--- config.mk ---
export PLATFORM = sky130hd
export DESIGN_NAME = rv32i_alu
export DESIGN_NICKNAME = d
export VERILOG_FILES = /design/src/rtl/rv32i_alu_pkg.sv /design/src/rtl/rv32i_alu_shifter.sv /design/src/rtl/rv32i_alu.sv
export SDC_FILE = /design/constraint.sdc
export NUM_CORES = 1
export LEC_CHECK = 0
export ABC_AREA = 1
export CAP_MARGIN = 20
export CORE_MARGIN = 4
export CORE_UTILIZATION = 61
export CTS_BUF_LIST = sky130_fd_sc_hd__clkbuf_8
export CTS_CLUSTER_SIZE = 10
export DETAILED_ROUTE_END_ITERATION = 8
export PLACE_DENSITY = 0.87
export SYNTH_ARGS = -nofsm -noshare
export SYNTH_HDL_FRONTEND = slang
export SYNTH_HIERARCHICAL = 1
export SYNTH_SLANG_ARGS = --single-unit
export TNS_END_PERCENT = 1
--- constraint.sdc ---
create_clock -name clk -period 10.99 [get_ports clk]
set_input_delay 1.6485 -clock clk [delete_from_list [all_inputs] [get_ports clk]]
set_output_delay 1.6485 -clock clk [all_outputs]
set_load 0.005 [all_outputs]
--- src/rtl/rv32i_alu_pkg.sv ---
// Shared definitions for the RV32I execute-stage ALU: opcode width and encoding.
package rv32i_alu_pkg;

    localparam int unsigned ALU_OP_W = 4;

    typedef enum logic [ALU_OP_W-1:0] {
        ALU_ADD  = 4'd0,
        ALU_SUB  = 4'd1,
        ALU_AND  = 4'd2,
        ALU_OR   = 4'd3,
        ALU_XOR  = 4'd4,
        ALU_SLL  = 4'd5,
        ALU_SRL  = 4'd6,
        ALU_SRA  = 4'd7,
        ALU_SLT  = 4'd8,
        ALU_SLTU = 4'd9
    } alu_op_e;

endpackage

--- src/rtl/rv32i_alu_shifter.sv ---
// Log2(W)-stage barrel shifter. Left shifts reuse the right-shift network by
// bit-reversing the data on the way in and out.
module rv32i_alu_shifter #(
    parameter int unsigned ALU_WIDTH = 32,
    parameter int unsigned SHAMT_W   = $clog2(ALU_WIDTH)
) (
    input  logic [ALU_WIDTH-1:0] data_i,
    input  logic [SHAMT_W-1:0]   shamt_i,
    input  logic                 dir_i,    // 1 = left, 0 = right
    input  logic                 arith_i,  // sign fill on right shifts
    output logic [ALU_WIDTH-1:0] data_o
);

    logic [ALU_WIDTH-1:0] data_rev;
    logic [ALU_WIDTH-1:0] stage [SHAMT_W+1];
    logic [ALU_WIDTH-1:0] out_rev;
    logic                 fill;

    for (genvar i = 0; i < ALU_WIDTH; i++) begin : g_rev_in
        assign data_rev[i] = data_i[ALU_WIDTH-1-i];
    end

    assign fill     = arith_i & ~dir_i & data_i[ALU_WIDTH-1];
    assign stage[0] = dir_i ? data_rev : data_i;

    for (genvar s = 0; s < SHAMT_W; s++) begin : g_stage
        localparam int unsigned Step = 2 ** s;
        assign stage[s+1] = shamt_i[s] ? {{Step{fill}}, stage[s][ALU_WIDTH-1:Step]}
                                       : stage[s];
    end

    for (genvar i = 0; i < ALU_WIDTH; i++) begin : g_rev_out
        assign out_rev[i] = stage[SHAMT_W][ALU_WIDTH-1-i];
    end

    assign data_o = dir_i ? out_rev : stage[SHAMT_W];

endmodule

--- src/rtl/rv32i_alu.sv ---
// RV32I integer ALU: combinational result/zero/illegal_op plus a registered
// copy of result and zero for pipeline forwarding.
module rv32i_alu
    import rv32i_alu_pkg::*;
#(
    parameter int unsigned ALU_WIDTH = 32
) (
    input  logic                 clk,
    input  logic                 rst,
    input  logic [ALU_WIDTH-1:0] op1,
    input  logic [ALU_WIDTH-1:0] op2,
    input  logic [3:0]           alu_op,
    output logic [ALU_WIDTH-1:0] alu_out,
    output logic                 zero,
    output logic [ALU_WIDTH-1:0] alu_out_q,
    output logic                 zero_q,
    output logic                 illegal_op
);

    localparam int unsigned SHAMT_W = $clog2(ALU_WIDTH);

    logic                 is_sub;
    logic [ALU_WIDTH-1:0] b_eff;
    logic [ALU_WIDTH-1:0] sum;
    logic                 carry;
    logic                 overflow;
    logic                 lt_signed;
    logic                 lt_unsigned;
    logic [ALU_WIDTH-1:0] shift_res;
    logic                 shift_left;
    logic                 shift_arith;
    logic [ALU_WIDTH-1:0] alu_out_d;
    logic                 zero_d;

    // SUB, SLT and SLTU all share one adder computing op1 + ~op2 + 1.
    always_comb begin
        is_sub = (alu_op == ALU_SUB) || (alu_op == ALU_SLT) || (alu_op == ALU_SLTU);
        b_eff  = is_sub ? ~op2 : op2;
        {carry, sum} = {1'b0, op1} + {1'b0, b_eff} + {{ALU_WIDTH{1'b0}}, is_sub};
        overflow    = (op1[ALU_WIDTH-1] != op2[ALU_WIDTH-1]) &&
                      (sum[ALU_WIDTH-1] != op1[ALU_WIDTH-1]);
        lt_signed   = sum[ALU_WIDTH-1] ^ overflow;
        lt_unsigned = ~carry;
    end

    assign shift_left  = (alu_op == ALU_SLL);
    assign shift_arith = (alu_op == ALU_SRA);

    rv32i_alu_shifter #(
        .ALU_WIDTH (ALU_WIDTH),
        .SHAMT_W   (SHAMT_W)
    ) u_shifter (
        .data_i  (op1),
        .shamt_i (op2[SHAMT_W-1:0]),
        .dir_i   (shift_left),
        .arith_i (shift_arith),
        .data_o  (shift_res)
    );

    always_comb begin
        alu_out    = '0;
        illegal_op = 1'b0;
        case (alu_op)
            ALU_ADD,
            ALU_SUB:  alu_out = sum;
            ALU_AND:  alu_out = op1 & op2;
            ALU_OR:   alu_out = op1 | op2;
            ALU_XOR:  alu_out = op1 ^ op2;
            ALU_SLL,
            ALU_SRL,
            ALU_SRA:  alu_out = shift_res;
            ALU_SLT:  alu_out = {{(ALU_WIDTH-1){1'b0}}, lt_signed};
            ALU_SLTU: alu_out = {{(ALU_WIDTH-1){1'b0}}, lt_unsigned};
            default:  illegal_op = 1'b1;
        endcase
        zero = (alu_out == '0);
    end

    always_comb begin
        alu_out_d = alu_out;
        zero_d    = zero;
    end

    // Reset value of zero_q is 1 to stay consistent with the cleared result.
    always_ff @(posedge clk or posedge rst) begin
        if (rst) begin
            alu_out_q <= '0;
            zero_q    <= 1'b1;
        end else begin
            alu_out_q <= alu_out_d;
            zero_q    <= zero_d;
        end
    end

endmodule

==> results of run 1 <==
[synth_stat cells, drive strengths merged (2+ instances only)]
cell,number
nand2,419
nand3,346
inv,145
ha,96
nor2,74
o21ai,58
buf,47
a21oi,43
dfrtp,32
xor2,31
a221oi,26
clkbuf,16
nand4,11
nor3,9
nor4,6
nand3b,5
o21bai,5
or2,5
a21boi,3
a21o,2
o21a,2
[how the worst max path moves through the flow]
stage | start | to | slack [ps]
global placement | alu_op[2] | zero | 3390
floorplan | alu_op[3] | zero | 5090
finish | alu_op[2] | zero | 3080
CTS | alu_op[2] | zero | 3310
detailed placement | alu_op[2] | zero | 3320
global route | alu_op[2] | zero | 2760
[per-stage QoR]
| step | area [µm²] | power, mW |
|---|---|---|
| CTS | 9513 | 0.7533 |
| finish | 9513 | 0.7732 |
| global route | 9513 | 0.8245 |
| floorplan | 8097 | 0.4394 |
| detailed placement | 9397 | 0.6287 |
| global placement | 9397 | 0.6190 |
[logic make-up (layout without fill, tap and decap cells)]
logic type	after synthesis	after routing	synth area share, %
adder cells (fa/ha/maj)	97	97	15.08
buffers and inverters	209	299	11.14
AND/OR/NAND/NOR	877	877	49.17
XOR/XNOR	32	32	3.462
flip-flops	33	33	10.21
AO/OA/AOI/OAI	145	145	10.93
[state kept, by name (all words and copies together), names as in the netlist]
name	cells
zero_q	1
alu_out_q	32
[worst max-delay path, cell delays in order]
cell and delay, ps:
clkdlybuf4s50_1 610, inv_1 70, nor2_1 120, inv_1 110, nor2_4 140, inv_2 420
nand3_1 310, inv_1 120, nand2_1 130, nand2_1 70, nand2_1 80, nand2_1 80
nand2_1 130, nand2_1 70, nand2_1 70, nand2_1 100, nand2_1 90, nand2_1 80
nand2_1 70, o21ai_0 100, a221oi_1 440, nand3_1 130, nor2_1 160, nand3_1 180
nor2_1 200, clkdlybuf4s50_1 520
[metal layers]
layer	part of all wire [%]	GRT usage, %	vias to the layer above	wire, µm
li1	-	-	4843	-
met1	38	54.85	4672	12420
met2	41	62.28	805	13410
met3	14	12.31	169	4570
met4	7.1	26.51	0	2319
met5	0	0	-	0
[layout make-up]
| cell class | count | share of cell area [%] |
|---|---|---|
| Tap cell | 172 | 2.262 |
| Multi-Input combinational cell | 1151 | 67.04 |
| Clock inverter | 2 | 0.3551 |
| Timing Repair Buffer | 145 | 15.02 |
| Sequential cell | 33 | 8.694 |
| Inverter | 146 | 5.761 |
| Clock buffer | 6 | 0.8681 |
[power breakdown]
group	internal (mW)	leakage, nW	switching (mW)
Combinational	0.191	4.45	0.318
Sequential	0.135	0.429	0.00355
Clock	0.0730	0.0626	0.0527
Total	0.399	4.94	0.374
==> results.py, run 1 <==
metrics = {
    "placement": {
        "hpwl_mm": 25.51,
        "io_buffers": 136,
        "pre_cts_ws_ps": 3317,
        "dpl.cell_count": 1647,
        "gp_congestion": 1.103,
    },
    "yosys": {
        "yosysWarnings": 6,
        "synth_top_cell_area_share_pct": 20.52,
        "synth_cells": 1393,
        "ys_seq_area_share_pct": 10.21,
        "syn_area_um2": 8097,
        "async_flop_share_pct": 100.0,
        "synth_largest_area_cell": "nand3_1",
        "synth_edf_count": 0,
        "synth.distinct_cells": 50,
        "synth_seq_cells": 33,
        "ys_top_cells_by_area": "nand3_1 (21%), nand2_1 (18%), ha_1 (15%)",
        "ys.flop_type": "dfrtp_1",
        "avgSynthCellArea_um2": 5.812,
        "syn_nets": 1560,
    },
    "detailed_routing": {
        "vias_per_cell": 6.338,
        "ant_nets": 0,
        "num_vias": 10490,
        "post_drt_wl_per_cell_um": 19.77,
        "drt-initial-drc-count": 1628,
        "drc": 0,
        "wirelength_mm": 32.72,
        "first_pass_iters": 6,
    },
    "cells_and_area": {
        "final_core_util_pct": 74.18,
        "stdcell_count": 1655,
        "seq_area_um2": 827.0,
        "multi_input_area_um2": 6377,
        "mostFrequentLayoutCell": "nand2_1",
        "n_fill_cell": 1112,
        "diodes": 0,
        "fin_nets": 1649,
        "drive_above_1_share_pct": 5.327,
        "syn_to_final_growth_pct": 17.49,
        "layout.cells.most_common_list": "nand2_1 (399), nand3_1 (332), clkdlybuf4s50_1 (136), inv_1 (135), ha_1 (96)",
    },
    "setup_path": {
        "crit_type": "input port to output port",
        "arrival_ps": 6260,
        "cp_max_fo": 65,
        "startpoint_type": "input port",
        "worstSetupEndpointType": "output port",
        "crit_required_ps": 9340,
    },
    "sta": {
        "worst_slew_pin_slew_ps": 1125,
        "hold_viol_final": 0,
        "slew_violations": 0,
        "max_freq_mhz": 126.4,
        "fin_crit_ps": 7912,
        "rsz0062_at_grt": "no",
        "setup_viol": 0,
        "maxSlewHeadroom_pct": 24.92,
        "setup_ws_ps": 3078,
        "setup-tns-final_ps": 0,
        "hold_slack_ps": 1734,
        "fin_crit_sh_pct": 71.99,
    },
    "floorplanning": {
        "ios": 137,
        "initial_core_util_pct": 63.13,
        "placement_rows": 41,
        "die-area_um2": 15180,
        "core_area_um2": 12820,
        "die_w_um": 123.2,
        "die_y_um": 123.2,
    },
    "clock_network": {
        "clockBufferDepth": 2,
        "cts_resized": 0,
        "htree_levels": 2,
        "numCtsBuffers": 5,
        "cts_setup_buffers": 0,
        "clock-sinks": 33,
        "tritoncts": "built",
        "hold_buffers": 0,
        "cts-root-buf": "clkbuf_8",
        "clk_pin_slew_ps": 80,
    },
    "hold_path": {
        "hp-class": "input port to async pin",
    },
    "grt": {
        "grt_pass1_vias": 9508,
        "antenna_found_initial": 0,
        "overflow": 0,
        "grt_max_degree": 66,
        "grt_usage_pct": 42.59,
        "grt_first_pass_wirelength_mm": 49.88,
    },
    "pwr": {
        "power_density_nw_per_um2": 81.27,
        "irDropWorstVdd_uv": 64.08,
        "leakage_nw": 4.941,
    },
    "job": {
        "maxCapViolations": 0,
    },
    "status": {
        "status": "finished, final reports clean",
    },
}
Power figures use the tool's default switching activity.
==> run 2: changes to the inputs <==
CORE_UTILIZATION = 57   (was 61)
PLACE_DENSITY = 0.82   (was 0.87)
clock period = 7.85 ns   (was 10.99 ns; I/O delays follow)
==> run 2 against run 1 <==
Count of clock-buffer cells in the layout rose by 1; cell count rose by 0.79%; non-clock buffer count rose by 5; clock power rose by 21%; global-route usage fell by 2.5 points; core utilization fell by 5.4 points; sequential share of layout area barely moved; critical path type unchanged.
==> results.py, run 2 (same netlist as run 1, synthesis figures left out) <==
metrics = {
    "status": {
        "status": "finished, final reports clean",
    },
    "grt": {
        "grt_first_pass_wirelength_mm": 50.64,
        "overflow": 0,
        "antenna_found_initial": 0,
        "grt_pass1_vias": 9426,
        "grt_max_degree": 65,
        "grt_usage_pct": 40.09,
    },
    "clock_network": {
        "clock-sinks": 33,
        "cts_resized": 0,
        "htree_levels": 2,
        "tritoncts": "built",
        "clockBufferDepth": 2,
        "cts_setup_buffers": 0,
        "hold_buffers": 0,
        "clk_pin_slew_ps": 80,
        "numCtsBuffers": 5,
        "cts-root-buf": "clkbuf_8",
    },
    "sta": {
        "fin_crit_ps": 7054,
        "hold_viol_final": 0,
        "setup_viol": 0,
        "fin_crit_sh_pct": 89.86,
        "worst_slew_pin_slew_ps": 1072,
        "setup-tns-final_ps": 0,
        "rsz0062_at_grt": "no",
        "setup_ws_ps": 796.1,
        "max_freq_mhz": 141.8,
        "slew_violations": 0,
        "hold_slack_ps": 1273,
        "maxSlewHeadroom_pct": 28.43,
    },
    "detailed_routing": {
        "post_drt_wl_per_cell_um": 20.12,
        "first_pass_iters": 7,
        "num_vias": 10370,
        "drc": 0,
        "ant_nets": 0,
        "drt-initial-drc-count": 1488,
        "wirelength_mm": 33.56,
        "vias_per_cell": 6.219,
    },
    "cells_and_area": {
        "fin_nets": 1654,
        "largest_register": "alu_out_q",
        "multi_input_area_um2": 6377,
        "seq_area_um2": 827.0,
        "syn_to_final_growth_pct": 17.85,
        "n_fill_cell": 1316,
        "mostFrequentLayoutCell": "nand2_1",
        "final_area_um2": 9542,
        "largest_register_ffs": 32,
        "layout.cells.most_common_list": "nand2_1 (399), nand3_1 (332), clkdlybuf4s50_1 (136), inv_1 (134), ha_1 (96)",
        "drive_above_1_share_pct": 5.645,
        "diodes": 0,
        "reg_top3": "alu_out_q x32, zero_q x1",
    },
    "floorplanning": {
        "die_w_um": 127.2,
        "die-area_um2": 16170,
        "die_y_um": 127.2,
        "initial_core_util_pct": 58.33,
        "ios": 137,
        "placement_rows": 43,
        "core_area_um2": 13880,
    },
    "pwr": {
        "leakage_nw": 4.953,
        "irDropWorstVdd_uv": 60.23,
        "power_density_nw_per_um2": 111.5,
    },
    "setup_path": {
        "crit_required_ps": 6670,
        "cp_max_fo": 53,
        "worstSetupEndpointType": "output port",
        "arrival_ps": 5880,
        "crit_type": "input port to output port",
        "startpoint_type": "input port",
    },
    "placement": {
        "io_buffers": 136,
        "pre_cts_ws_ps": 880.4,
        "dpl_cell_area_um2": 9440,
        "hpwl_mm": 27.24,
        "gp_congestion": 1.093,
    },
    "job": {
        "maxCapViolations": 0,
    },
    "hold_path": {
        "hp-class": "input port to async pin",
    },
}
==> run 2: cell count changes in the layout (fill, tap and decap cells not counted) <==
cell	previous run	this run
clkinv_2	0	1
clkbuf_8	6	7
buf_1	0	1
bufinv_16	1	0
inv_1	135	134
buf_4	9	13
==> run 2: layout make-up <==
class                   instances  area share [%]
clock buffers                   7           1.010
clock inverters                 1         0.05245
inverters                     146           5.744
multi-input cells            1151           66.84
flip-flops and latches         33           8.668
well taps                     180           2.360
repair buffers                150           15.33
==> run 2: per-layer routing <==
metal	track usage, %	up-vias	part of all wire (%)	wire [µm]
met1	51.27	4668	39	13080
met2	61.55	693	42	14150
met4	24.98	0	7.7	2600
met3	8.528	160	11	3729
met5	0	-	0	0
li1	-	4852	-	-
==> run 2: how the worst max path moves through the flow <==
stage                          from  slack [ps]   end  depth (start not counted)
after floorplan           alu_op[3]        2900  zero                         18
after global placement    alu_op[0]        1070  zero                         21
after detailed placement  alu_op[2]         880  zero                         24
after CTS                 alu_op[2]         870  zero                         24
after global routing      alu_op[2]         460  zero                         22
final                     alu_op[2]         800  zero                         24
==> run 2: per-stage QoR <==
stage	cells	utilization (%)	power (mW)
2_1_floorplan	1393	-	0.6152
3_3_place_gp	1659	67.98	0.8790
3_5_place_dp	1660	68.01	0.8912
4_1_cts	1668	68.74	1.042
5_1_grt	1668	68.74	1.131
6_report	1668	68.74	1.064
==> run 2: critical path, stage by stage <==
cell and delay (ps):
clkdlybuf4s50_1 610, inv_1 80, nor2_1 150, inv_1 130, nor2_4 140, inv_2 340
nand2_1 270, nand3_2 100, nand3_1 120, nand3_1 110, nand2_1 140, nand2_1 80
nand2_1 110, nand2_1 80, nand3_1 80, nand2_1 140, nand2_1 110, o21ai_0 80
a221oi_1 310, nand2_1 160, nor4_1 470, nand3_1 170, nor2_1 170, clkdlybuf4s50_1 530
==> run 2: where the power goes <==
group          switching, mW  internal (mW)
clock network         0.0725         0.0794
registers            0.00468          0.189
logic                  0.449          0.269
==> run 3: changes to the inputs <==
CAP_MARGIN = not set   (was 20)
==> run 3 against run 2 <==
Via count up 0.58%; sequential cell count unchanged; power up 1.9%; die area unchanged; hold slack better by 6.1 ps; sequential share of layout area about the same; critical endpoint unchanged; largest power group unchanged.
==> results.py, run 3 (same netlist as run 1, synthesis figures left out) <==
metrics = {
    "sta": {
        "rsz0062_at_grt": "no",
        "fin_crit_sh_pct": 89.66,
        "fin_crit_ps": 7038,
        "worst_slew_pin_slew_ps": 1364,
        "hold_slack_ps": 1279,
        "slew_violations": 0,
        "maxSlewHeadroom_pct": 6.718,
        "hold_viol_final": 0,
        "max_freq_mhz": 142.1,
        "setup_viol": 0,
        "setup-tns-final_ps": 0,
    },
    "hold_path": {
        "hp-class": "input port to async pin",
    },
    "floorplanning": {
        "initial_core_util_pct": 58.33,
        "ios": 137,
        "die-area_um2": 16170,
        "die_y_um": 127.2,
        "die_w_um": 127.2,
        "placement_rows": 43,
        "core_area_um2": 13880,
    },
    "setup_path": {
        "crit_chain": "clkdlybuf4s50_1 > inv_1 > nor2_1 > inv_1 > nor2_4 > inv_2 > nand2_1 > nand3_1 > nand3_1 > nand3_1 > nand3_1 > nand3_1 > nand3_1 > nand2_1 > nand2_1 > o21ai_0 > a221oi_1 > nand2_1 > nor4_1 > nand3_1 > nor2_1 > clkdlybuf4s50_1",
        "crit_required_ps": 6670,
        "slowest_delay_ps": 610,
        "slowest_stage": "clkdlybuf4s50_1",
        "cp_max_fo": 53,
        "crit_top_cell": "nand3_1",
        "startpoint_type": "input port",
        "crit_type": "input port to output port",
        "arrival_ps": 5860,
        "worstSetupEndpointType": "output port",
    },
    "pwr": {
        "power_density_nw_per_um2": 113.5,
        "power.total_mw": 1.084,
        "leakage_nw": 4.960,
        "irDropWorstVdd_uv": 68.09,
    },
    "clock_network": {
        "tritoncts": "built",
        "cts_setup_buffers": 0,
        "cts_resized": 0,
        "hold_buffers": 0,
        "numCtsBuffers": 5,
        "htree_levels": 2,
        "clk_pin_slew_ps": 70,
        "cts-root-buf": "clkbuf_8",
        "clockBufferDepth": 2,
        "clock-sinks": 33,
    },
    "cells_and_area": {
        "syn_to_final_growth_pct": 17.99,
        "layout.cells.most_common_list": "nand2_1 (399), nand3_1 (332), clkdlybuf4s50_1 (136), inv_1 (135), ha_1 (96)",
        "n_fill_cell": 1321,
        "mostFrequentLayoutCell": "nand2_1",
        "largest_register_ffs": 32,
        "diodes": 0,
        "reg_top3": "alu_out_q x32, zero_q x1",
        "stdcell_count": 1667,
        "fin_nets": 1653,
        "drive_above_1_share_pct": 5.582,
        "final_core_util_pct": 68.82,
        "largest_register": "alu_out_q",
    },
    "grt": {
        "grt_pass1_vias": 9421,
        "grt_first_pass_wirelength_mm": 50.95,
        "overflow": 0,
        "antenna_found_initial": 0,
        "grt_max_degree": 65,
        "grt_usage_pct": 40.30,
    },
    "detailed_routing": {
        "first_pass_iters": 6,
        "num_vias": 10430,
        "drt-initial-drc-count": 1573,
        "post_drt_wl_per_cell_um": 20.21,
        "ant_nets": 0,
        "wirelength_mm": 33.70,
        "vias_per_cell": 6.259,
        "drc": 0,
    },
    "placement": {
        "hpwl_mm": 27.26,
        "io_buffers": 136,
        "gp_congestion": 1.093,
        "dpl.cell_count": 1659,
    },
    "status": {
        "status": "finished, final reports clean",
    },
    "job": {
        "maxCapViolations": 0,
    },
}
-- run 3: power breakdown --
group	internal [mW]	switching [mW]
registers	0.189	0.00470
logic	0.269	0.450
clock network	0.102	0.0691
-- run 3: how the worst max path moves through the flow --
| stage | startpoint | endpoint | slack [ps] | cells after the start |
|---|---|---|---|---|
| CTS | alu_op[2] | zero | 890 | 24 |
| detailed placement | alu_op[2] | zero | 900 | 24 |
| global route | alu_op[2] | zero | 460 | 24 |
| finish | alu_op[2] | zero | 810 | 22 |
| floorplan | alu_op[3] | zero | 2900 | 18 |
| global placement | alu_op[0] | zero | 1070 | 21 |
-- run 3: layout make-up --
class	count	area [µm²]	area share, %
multi-input cells	1151	6377	66.76
repair buffers	149	1459	15.27
well taps	180	225.2	2.358
flip-flops and latches	33	827.0	8.657
clock inverters	2	33.78	0.3536
clock buffers	6	82.58	0.8644
inverters	146	548.0	5.737
-- run 3: per-layer routing --
| metal | GRT usage [%] | wire, µm |
|---|---|---|
| met5 | 0 | 0 |
| met3 | 9.114 | 3832 |
| met4 | 23.79 | 2434 |
| met1 | 51.27 | 12930 |
| met2 | 62.45 | 14500 |
-- run 3: critical path, delay by kind of cell --
family	cells	cell delay, ps
buf+inv	5	1680
compound gates	2	410
simple gates	15	2570
-- run 3: per-stage QoR --
step	cell area, µm²	setup WS, ps
6_report	9553	811.7
5_1_grt	9553	456.0
4_1_cts	9553	893.6
3_5_place_dp	9437	904.2
3_3_place_gp	9437	1066
2_1_floorplan	8097	2896
